## src/rtl/cpu_pkg.sv

```systemverilog
// cpu_pkg: shared FSM encoding, counter width default and stage-control bundle for the pipeline.
package cpu_pkg;
  typedef enum logic [1:0] {IDLE = 2'd0, RUN = 2'd1, MEM_WAIT = 2'd2, REPLAY = 2'd3} state_t;
  localparam int CntWDefault = 32;
  typedef struct packed {
    logic pcWrite;
    logic ifIdWrite;
    logic ifIdFlush;
    logic idExBubble;
    logic exMemWrite;
    logic memWbBubble;
  } stageCtrl_t;
  localparam stageCtrl_t CtrlIdle   = 6'b000110;
  localparam stageCtrl_t CtrlFreeze = 6'b000001;
  localparam stageCtrl_t CtrlHazard = 6'b000110;
  localparam stageCtrl_t CtrlBranch = 6'b111010;
  localparam stageCtrl_t CtrlGo     = 6'b110010;
endpackage

```

## src/rtl/pipe_stall_ctrl_sat_counter.sv

```systemverilog
// sat_counter: up-counter with synchronous clear that holds at all-ones instead of wrapping.
module sat_counter #(
  parameter int W = 8
) (
  input  logic         clk_i,
  input  logic         rst_i,
  input  logic         clr_i,
  input  logic         inc_i,
  output logic [W-1:0] cnt_o
);
  always_ff @(posedge clk_i)
    if (rst_i || clr_i) cnt_o <= '0;
    else if (inc_i && !(&cnt_o)) cnt_o <= cnt_o + 1'b1;
endmodule

```

## src/rtl/pipe_stall_ctrl.sv

```systemverilog
// pipe_stall_ctrl: merges load-use, branch and dcache-miss events into per-stage pipeline controls.
module pipe_stall_ctrl
  import cpu_pkg::*;
#(
  parameter int CNT_W   = CntWDefault,
  parameter int TIMEOUT = 1023
) (
  input  logic             clk_i,
  input  logic             rst_i,
  input  logic             start_i,
  input  logic             hazard_i,
  input  logic             branch_taken_i,
  input  logic             mem_access_i,
  input  logic             dcache_hit_i,
  input  logic             dcache_ack_i,
  output logic             pc_write_o,
  output logic             if_id_write_o,
  output logic             if_id_flush_o,
  output logic             id_ex_bubble_o,
  output logic             ex_mem_write_o,
  output logic             mem_wb_bubble_o,
  output logic             dcache_req_o,
  output logic             err_o,
  output logic [CNT_W-1:0] stall_cnt_o,
  output logic [CNT_W-1:0] flush_cnt_o
);
  localparam int TW = $clog2(TIMEOUT + 1);
  localparam logic [TW-1:0] TimeoutLast = TW'(TIMEOUT - 1);
  state_t state;
  stageCtrl_t ctrl;
  logic [TW-1:0] waitCnt;
  logic miss, inWait;
  assign miss   = (state == RUN) && mem_access_i && !dcache_hit_i;
  assign inWait = (state == MEM_WAIT);
  always_comb
    ctrl = (state == IDLE) ? CtrlIdle :
           (miss || inWait) ? CtrlFreeze :
           hazard_i ? CtrlHazard :
           branch_taken_i ? CtrlBranch : CtrlGo;
  assign {pc_write_o, if_id_write_o, if_id_flush_o, id_ex_bubble_o, ex_mem_write_o, mem_wb_bubble_o} = ctrl;
  always_ff @(posedge clk_i)
    if (rst_i) begin
      state        <= IDLE;
      dcache_req_o <= 1'b0;
      err_o        <= 1'b0;
    end else begin
      case (state)
        IDLE: state <= start_i ? RUN : IDLE;
        RUN:
          if (miss) begin
            state        <= MEM_WAIT;
            dcache_req_o <= 1'b1;
          end
        MEM_WAIT:
          if (dcache_ack_i) begin
            state        <= REPLAY;
            dcache_req_o <= 1'b0;
          end else if (waitCnt >= TimeoutLast) err_o <= 1'b1;
        REPLAY: state <= RUN;
        default: state <= IDLE;
      endcase
    end
  sat_counter #(.W(TW)) uWaitCnt (
    .clk_i(clk_i), .rst_i(rst_i), .clr_i(inWait && dcache_ack_i),
    .inc_i(inWait && !dcache_ack_i), .cnt_o(waitCnt)
  );
  sat_counter #(.W(CNT_W)) uStallCnt (
    .clk_i(clk_i), .rst_i(rst_i), .clr_i(1'b0),
    .inc_i((state != IDLE) && !ctrl.pcWrite), .cnt_o(stall_cnt_o)
  );
  sat_counter #(.W(CNT_W)) uFlushCnt (
    .clk_i(clk_i), .rst_i(rst_i), .clr_i(1'b0),
    .inc_i(ctrl.ifIdFlush), .cnt_o(flush_cnt_o)
  );
endmodule

```

## config.mk

```make
export PLATFORM = sky130hd
export DESIGN_NAME = pipe_stall_ctrl
export DESIGN_NICKNAME = d
export VERILOG_FILES = /design/src/rtl/cpu_pkg.sv /design/src/rtl/pipe_stall_ctrl_sat_counter.sv /design/src/rtl/pipe_stall_ctrl.sv
export SDC_FILE = /design/constraint.sdc
export NUM_CORES = 1
export LEC_CHECK = 0
export CAP_MARGIN = 20
export CORE_AREA = 2 2 105 107
export DETAILED_ROUTE_END_ITERATION = 6
export DIE_AREA = 0 0 107 109
export GPL_TIMING_DRIVEN = 0
export HOLD_SLACK_MARGIN = 0.03
export PLACE_DENSITY_LB_ADDON = 0.08
export SLEW_MARGIN = 20
export SYNTH_ARGS = -nofsm -noshare
export SYNTH_HDL_FRONTEND = slang
export SYNTH_SLANG_ARGS = --single-unit
```

## constraint.sdc

```tcl
create_clock -name clk_i -period 2.8 [get_ports clk_i]
set_input_delay 0.42 -clock clk_i [delete_from_list [all_inputs] [get_ports clk_i]]
set_output_delay 0.42 -clock clk_i [all_outputs]
set_load 0.02 [all_outputs]
```

* Yosys cells after proc, flatten, opt, wreduce, memory -nomap -nowiden
Cells that the tools add are included.
** Word-level totals
- Register bits after elaboration :: 78
- Bits of input ports :: 8
- Output and inout bits :: 72
- Word-level logic and storage cells :: 52
** Cells by class
- $add $sub $neg :: 3
- Magnitude comparators :: 1
- Equality and inequality tests :: 5
- Mux-type cells :: 11
- Bitwise operators :: 1
- Reductions and logical operators :: 25
** Operators by type and width (count)
- adder 32 x 1 -> 32 bit (second input constant) :: 2
- AND reduction 32 bit :: 2
- 2-to-1 mux 6 bit :: 3
- adder 10 x 1 -> 10 bit (second input constant) :: 1
- >= comparator 10 bit (second input constant) :: 1
- AND reduction 10 bit :: 1
- logical AND 1 bit :: 8
- one-hot mux 2 bit (4 select lines) :: 1
- zero test 1 bit :: 6
- AND reduction 3 bit :: 2
- equality test 2 bit (second input constant) :: 2
- 2-to-1 mux 2 bit :: 2
- 2-to-1 mux 4 bit :: 1
- inequality test 2 bit (second input constant) :: 2
- nonzero test 2 bit :: 2
- 2-to-1 mux 1 bit :: 3
- equality test 2 x 1 -> 1 bit (second input constant) :: 1
- zero test 2 bit :: 1
- logical OR 1 bit :: 2
- one-hot mux 1 bit (2 select lines) :: 1
- AND reduction 2 bit :: 1
- NOT 1 bit :: 1

* Logic depth before layout (Yosys ltp)
Gate-level depths: netlist of the first run.
- Depth after elaboration :: 9
- Gate-level depth with buffers :: 10
- Mapped depth without buffers :: 9

* Hierarchy
A second synthesis of the first run with hierarchy kept.
** Second synthesis, totals
- Cell total of the unflattened synthesis :: 488
- Area total of the unflattened synthesis :: 4177.8 sq um
** By module, submodules not included
- sat_counter (uFlushCnt ...) :: times used 2, cells an instance 194, area each 1636.6 sq um, seq. area each 640.6 sq um
- sat_counter (uWaitCnt) :: times used 1, cells an instance 56, area each 509.2 sq um, seq. area each 200.2 sq um
- pipe_stall_ctrl :: times used 1, cells an instance 44, area each 395.4 sq um, seq. area each 80.1 sq um

* Worst setup path before layout of the first run
No wires, ideal clock.
- Kind :: register to register
- From :: register uStallCnt.cnt_o[0]
- To :: register uStallCnt.cnt_o[28]
- Setup time :: 0.121 ns
- Data arrival time :: 2.272 ns
- Data required time :: 2.679 ns
- Path slack :: 0.407 ns
- Stages on the path, launching flop included :: 7
- Path buffers :: 0
- Period minus slack after synthesis :: 2.393 ns
- Path through :: dfxtp_1 ha_1 nand4_1 or4_4 or3_4 nor3_1 mux2_2
** Between the ends
- Longest elaborated chain between the ends :: 3
- Elaborated cells between the ends (all ways) :: 4
- Those cells by class :: add/sub (1); reduce/logical (3)
** Ends and longest elaborated chain
- start, declared :: line pipe_stall_ctrl_sat_counter.sv:9 : output logic [W-1:0] cnt_o
- start signal, assigned :: line pipe_stall_ctrl_sat_counter.sv:13 : else if (inc_i && !(&cnt_o)) cnt_o <= cnt_o + 1'b1;
- parallel branches: the longest is 3 deep, another holds adder 32 x 1 -> 32 bit
Parallel ways; which one is timed is not known.
A chain may end at the register's enable or synchronous reset.

* Worst setup path in the final report of the first run
- From :: register state[0]
- To :: output pc_write_o
** Between the ends
- Longest elaborated chain between the ends :: 6
- Elaborated cells between the ends (all ways) :: 8
- Those cells by class :: eq/ne (2); mux (2); reduce/logical (4)
** Ends and longest elaborated chain
- start, declared :: line pipe_stall_ctrl.sv:29 : state_t state;
- start signal, assigned :: line pipe_stall_ctrl.sv:48 : IDLE: state <= start_i ? RUN : IDLE;
- equality test 2 x 1 -> 1 bit :: line pipe_stall_ctrl.sv:33 : assign miss = (state == RUN) && mem_access_i && !dcache_hit_i;
- logical AND 1 bit (2 in a row) :: line pipe_stall_ctrl.sv:33
- logical OR 1 bit :: line pipe_stall_ctrl.sv:37 : (miss || inWait) ? CtrlFreeze :
- 2-to-1 mux 6 bit :: line pipe_stall_ctrl.sv:37
- 2-to-1 mux 6 bit (*) :: line pipe_stall_ctrl.sv:36 : ctrl = (state == IDLE) ? CtrlIdle :
- end, declared :: line pipe_stall_ctrl.sv:16 : output logic pc_write_o,
Every way passes the cells marked *; elsewhere a longest branch is shown, timed or not.

==> impl_metrics.tcl, run 1 <==
set metrics [dict create \
    drtAntennaViolNets 0 \
    synth_cells 509 \
    critical_path_arrival_ps 2270 \
    cp_slowest_stage_delay_ps 590 \
    cts_tree "built" \
    tritoncts_buffer_count 9 \
    power_switching_w 0.000785 \
    final_cell_mix "sky130_fd_sc_hd__dfxtp_1 (78), sky130_fd_sc_hd__clkdlybuf4s50_1 (77), sky130_fd_sc_hd__nor2_1 (50)" \
    detail_route.first_pass.iterations 4 \
    clk_latency_worst_skew_pair_ps 360 \
    pwr_density_cell_nw_per_um2 467 \
    hold_class "reg -> reg" \
    crit_path_end_kind "output port" \
    grtUsageTotal 0.197 \
    worstReg2RegStart "state[1]" \
    cellInternalPower_w 0.00168 \
    crit_path_max_fanout 8 \
    final_net_count 615 \
    critical_path_required_ps 2380 \
    fmax_mhz 372 \
    holdCritStartpoint "err_o" \
    finalSetupViolations 0 \
    dr.first_iter.drc_count 179 \
    synthesis.area_sq_um 4140 \
    postRouteWirelength_um 11300 \
    grt.overflow.total 0 \
    crit_type "reg -> out" \
    netlist_top_cells_area "sky130_fd_sc_hd__dfxtp_1 (38%), sky130_fd_sc_hd__a21oi_1 (5.9%), sky130_fd_sc_hd__nor2_1 (4.6%), sky130_fd_sc_hd__nand4_1 (4.2%), sky130_fd_sc_hd__o21ai_0 (4.0%)" \
    synth_area_per_cell_sq_um 8.12 \
    grt_pass1_wl_um 18500 \
    post_route_cells_drive_above_1_share 0.0880 \
    fin_skew_ps 12.0 \
    crit_slowest_cell "sky130_fd_sc_hd__clkdlybuf4s50_1" \
    synth_async_sr_flop_share 0 \
    unrepaired_setup_endpoints_after_global_routing "yes" \
    route.vias.total 4164 \
    synth_top_flop_cell "sky130_fd_sc_hd__dfxtp_1" \
    register_bit_total_from_synthesis 78 \
    grt_antenna_before_repair 0 \
    ctsLongestPathBuffers 2 \
    critPathLaunchType "flop" \
    synth_nets 525 \
    timing.max_cap.violations 0 \
    count_of_antenna_diodes_in_the_layout 0 \
    vdd_drop_max_mv 0.378 \
    die-area_sq_um 11700 \
    synth_largest_area_cell "sky130_fd_sc_hd__dfxtp_1" \
    maximum_level_of_the_cts_h_tree 3 \
    number_of_global_route_vias_before_repair 3816 \
    placeableCoreArea_sq_um 10600 \
    maximum_number_of_pins_on_one_net_before_global_route_repair 12 \
    placer_s_final_routability_congestion_estimate 0.789 \
    cp_cell_sequence "inv_1 > ha_1 > nor2_2 > and3_1 > buf_4 > clkdlybuf4s50_1" \
    portBuffers 78 \
    routed_via_density 5.61 \
    synth.yosys.seq_area_share 0.378 \
    slew_violations 0 \
    top_level_ports 80 \
    synth_edf_count 0 \
    p_leak_nw 1.61 \
    wl_per_cell_um 15.3 \
    clk_root_buffer_cell "sky130_fd_sc_hd__clkbuf_8" \
    setup_tns_ps 0 \
    start_util 0.390 \
    layout.cells.most_common "sky130_fd_sc_hd__dfxtp_1" \
    tightest_slew_ps 799 \
    tritoncts_num_sinks 78 \
    flow.area_growth_from_synthesis_pct 27.5 \
    max-slew-margin-rel 0.462 \
    core_rows 38 \
    yosys.cell_types.count 53 \
    placed_cell_area_sq_um 5090 \
    period_share 0.960 \
    combPwrFrac 0.219 \
    die_w_um 107 \
    die_height_um 109 \
    hold_viol_final 0 \
    cts.reportedPaths.clkPinSlew_ps 70 \
    number_of_warnings_reported_in_the_yosys_synthesis_log 0 \
    number_of_design_rule_violations_left_after_detail_routing 0 \
    synthDominantCellAreaShare 0.378 \
    clock_power_share 0.300 \
    run_status "finished, final reports clean" \
    seq_power_share 0.481 \
    fin_crit_ps 2690 \
    sw_frac_of_total 0.319 \
    fin_area_sq_um 5270 \
    launching_instance_or_port_of_the_critical_path "state[0]" \
    hpwl_um 8290 \
]
==> per-layer routing <==
layer | share of wire | track usage
met5 | 0 | 0
met1 | 0.47 | 0.270
met4 | 0.013 | 0.0594
met3 | 0.050 | 0.0365
met2 | 0.46 | 0.317
==> metrics by stage <==
stage,power (W),setup WS (ps),util,hold slack (ps),cells
finish,0.00246,111,0.497,502,742
floorplan,0.00154,407,-,471,509
CTS,0.00248,21.3,0.496,508,741
global route,0.00259,-33.6,0.497,550,742
detailed placement,0.00173,-374,0.480,485,727
global placement,0.00173,-364,0.480,486,727
==> state kept, by name, indices dropped and copies added (netlist names) <==
signal,flops
dcache_req_o,1
err_o,1
state,2
uFlushCnt.cnt_o,32
uStallCnt.cnt_o,32
uWaitCnt.cnt_o,10
==> power by group through the flow <==
stage,Combinational [W],Sequential (W),Clock [W]
after floorplan,0.000322,0.00121,0
after global placement,0.000519,0.00121,0
after detailed placement,0.000522,0.00121,0
after CTS,0.000532,0.00118,0.000764
after global routing,0.000599,0.00119,0.000803
final,0.000540,0.00118,0.000739
==> worst paths after layout <==
| path | endpoint | slack, ps | cells after the start |
|---|---|---|---|
| max | pc_write_o | 110 | 6 |
| min | err_o | 500 | 2 |
| max reg2reg | uStallCnt.cnt_o[31] | 230 | 8 |
| min reg2reg | err_o | 500 | 2 |
==> logic make-up after synthesis <==
family | count (synthesis) | share of synthesized area
xor gates and xnor gates | 15 | 0.0318
adders and majority gates | 8 | 0.0242
and+or+nand+nor | 246 | 0.333
DFF | 78 | 0.378
AOI/OAI and AO/OA | 116 | 0.165
buffers and inverters | 33 | 0.0330
muxes | 13 | 0.0351
==> synth_stat cells, drive strengths merged, types with 2 or more instances <==
cell and count:
buf 9, and4 6, o2111ai 3, nand2b 3, nor4b 3, nor3 8
nor2b 10, and3 9, nand4b 3, clkbuf 12, or2 4, nor4 10
nand3 22, or4 17, a211oi 4, ha 8, nand3b 2, a21o 2
xor2 7, o31ai 14, mux2 12, a21oi 49, a41oi 2, nand4 29
inv 12, or3 28, dfxtp 78, nor2 51, and2 2, xnor2 8
nand2 38, a31o 2, o21ai 33
==> cell type report <==
type / count / area, sq um
sequential: 78 / 1560
clock buffer: 12 / 145
tap: 140 / 175
multi-input combinational: 398 / 2450
clock inverter: 2 / 10.0
fill: 1066 / 5330
buffer: 21 / 93.8
timing repair buffer: 79 / 790
inverter: 12 / 45.0
==> worst max-delay path, delay by kind of cell, from the launching register on <==
kind | cells | cell delay [ps]
flip-flops | 1 | 410
AND/OR/NAND/NOR | 2 | 390
adder cells (fa/ha/maj) | 1 | 310
buffers and inverters | 3 | 810
==> what timing repair did <==
item	in CTS	in global routing
gates resized for setup	6	3
cloned	0	0
pin swaps	0	1
buffers inserted	0	1
endpoints found under the setup margin	4	7
hold buffers	0	0
(Power assumes the default switching activity.)
==> run 2: changes to the inputs <==
Settings changed: GPL_TIMING_DRIVEN 0 to not set.
==> impl_metrics.tcl, run 2 (synthesized netlist as in run 1, its figures left out) <==
set metrics [dict create \
    crit_slowest_cell "sky130_fd_sc_hd__dfxtp_1" \
    placeableCoreArea_sq_um 10600 \
    fin_skew_ps 6.85 \
    slew_violations 0 \
    die_w_um 107 \
    fill_cells 1042 \
    crit_path_end_kind "output port" \
    clk_latency_worst_skew_pair_ps 350 \
    final_cell_mix "sky130_fd_sc_hd__dfxtp_1 (78), sky130_fd_sc_hd__clkdlybuf4s50_1 (77), sky130_fd_sc_hd__nor2_1 (51)" \
    critical_path.most_common_cell "sky130_fd_sc_hd__inv_1" \
    hold_viol_final 0 \
    tritoncts_buffer_count 9 \
    worst_setup_path_endpoint "if_id_flush_o" \
    crit_path_max_fanout 6 \
    core_rows 38 \
    placer_s_final_routability_congestion_estimate 0.785 \
    die_height_um 109 \
    fin_crit_ps 2600 \
    fin_area_sq_um 5280 \
    launching_instance_or_port_of_the_critical_path "state[0]" \
    cp_cell_sequence "inv_1 > ha_1 > inv_1 > and2_1 > nand3_1 > inv_1 > dlygate4sd2_1" \
    reg2reg_depth 10 \
    post_route_cells_drive_above_1_share 0.0921 \
    clock_power_share 0.305 \
    cts.reportedPaths.clkPinSlew_ps 80 \
    finalSetupViolations 0 \
    drtAntennaViolNets 0 \
    wl_per_cell_um 14.4 \
    reg2reg_to "uFlushCnt.cnt_o[17]" \
    tritoncts_num_sinks 78 \
    setup_tns_ps 0 \
    critPathLaunchType "flop" \
    vdd_drop_max_mv 0.362 \
    maximum_number_of_pins_on_one_net_before_global_route_repair 51 \
    unrepaired_setup_endpoints_after_global_routing "no" \
    placed_cell_area_sq_um 5120 \
    cts.hold.buffers_added 0 \
    max-slew-margin-rel 0.570 \
    grt_antenna_before_repair 0 \
    route.vias.total 4124 \
    r2r_setup_slack_ps 230 \
    cts_tree "built" \
    critical_path_required_ps 2380 \
    ctsLongestPathBuffers 2 \
    layout.cells.most_common "sky130_fd_sc_hd__dfxtp_1" \
    number_of_global_route_vias_before_repair 3671 \
    hold_class "in -> reg" \
    fmax_mhz 384 \
    count_of_antenna_diodes_in_the_layout 0 \
    cellInternalPower_w 0.00169 \
    die-area_sq_um 11700 \
    run_status "finished, final reports clean" \
    dr.first_iter.drc_count 174 \
    number_of_design_rule_violations_left_after_detail_routing 0 \
    grt.overflow.total 0 \
    detail_route.first_pass.iterations 4 \
    maximum_level_of_the_cts_h_tree 3 \
    critical_path_arrival_ps 2180 \
    worstReg2RegStart "state[0]" \
    timing.max_cap.violations 0 \
    flow.area_growth_from_synthesis_pct 27.7 \
    clk_root_buffer_cell "sky130_fd_sc_hd__clkbuf_8" \
    tightest_slew_ps 639 \
    pwr_density_cell_nw_per_um2 466 \
    postRouteWirelength_um 10600 \
    top_level_ports 80 \
    start_util 0.390 \
    cp_slowest_stage_delay_ps 420 \
    hpwl_um 7690 \
    p_leak_nw 1.64 \
    sw_frac_of_total 0.311 \
    grtUsageTotal 0.186 \
    combPwrFrac 0.214 \
    grt_pass1_wl_um 17500 \
    largest_registers "uFlushCnt.cnt_o: 32 flops, uStallCnt.cnt_o: 32 flops, uWaitCnt.cnt_o: 10 flops" \
    final_net_count 608 \
    seq_power_share 0.480 \
    period_share 0.929 \
    crit_type "reg -> out" \
    portBuffers 79 \
    routed_via_density 5.60 \
    power_switching_w 0.000767 \
]
-- run 2: cell types whose count changed in the layout (fill, tap and decap cells not counted), moves of 2 or more --
cell / previous run / this run
sky130_fd_sc_hd__buf_2: 3 / 1
sky130_fd_sc_hd__inv_1: 10 / 12
sky130_fd_sc_hd__inv_2: 2 / 0
sky130_fd_sc_hd__clkbuf_1: 14 / 5
sky130_fd_sc_hd__buf_4: 4 / 13
sky130_fd_sc_hd__buf_1: 3 / 0
-- run 2: worst max-delay path, delay by kind of cell (launching register included) --
family                     cells  cell delay [ps]
buffers and inverters          4              850
DFF                            1              420
and+or+nand+nor                2              350
adders and majority gates      1              220
-- run 2: power groups by stage --
stage	combinational [W]	sequential [W]	clock (W)
after floorplan	0.000322	0.00121	0
final	0.000528	0.00118	0.000752
after global routing	0.000582	0.00119	0.000824
after detailed placement	0.000525	0.00121	0
after global placement	0.000514	0.00121	0
after CTS	0.000527	0.00118	0.000781
-- run 2: per-stage QoR --
stage                     setup WS [ps]  total power [W]   util  instances  hold WS, ps
after floorplan                     407          0.00154      -        509          471
after global placement              175          0.00172  0.483        721          488
after detailed placement           89.6          0.00173  0.483        721          485
after CTS                           198          0.00249  0.498        737          409
after global routing               85.0          0.00259  0.498        737          423
final                               197          0.00246  0.498        737          413
-- run 2: area by class of cell --
class                      instances  area (sq um)  share of cell area
clock buffer                      15           156              0.0296
clock inverter                     1          5.00            0.000947
inverter                          12          45.0             0.00853
multi-input combinational        398          2440               0.461
sequential                        78          1560               0.296
tap                              140           175              0.0332
timing repair buffer              93           902               0.171
-- run 2: worst min path at each step --
stage / startpoint / endpoint / slack (ps) / cells past startpoint
floorplan: uWaitCnt.cnt_o[9] / uWaitCnt.cnt_o[9] / 470 / 2
global placement: uStallCnt.cnt_o[7] / uStallCnt.cnt_o[7] / 490 / 2
detailed placement: err_o / err_o / 480 / 2
CTS: rst_i / uFlushCnt.cnt_o[24] / 410 / 2
global route: rst_i / err_o / 420 / 2
finish: rst_i / uFlushCnt.cnt_o[24] / 410 / 2
-- run 2: what timing repair did --
item	4_1_cts	5_1_grt
setup buffers	0	0
resized for setup	1	0
endpoints found under the setup margin	1	0
-- run 2: routing by layer --
metal / track usage / part of all wire
met5: 0 / 0
met4: 0.0612 / 0.013
met3: 0.0347 / 0.037
met2: 0.298 / 0.46
met1: 0.252 / 0.49
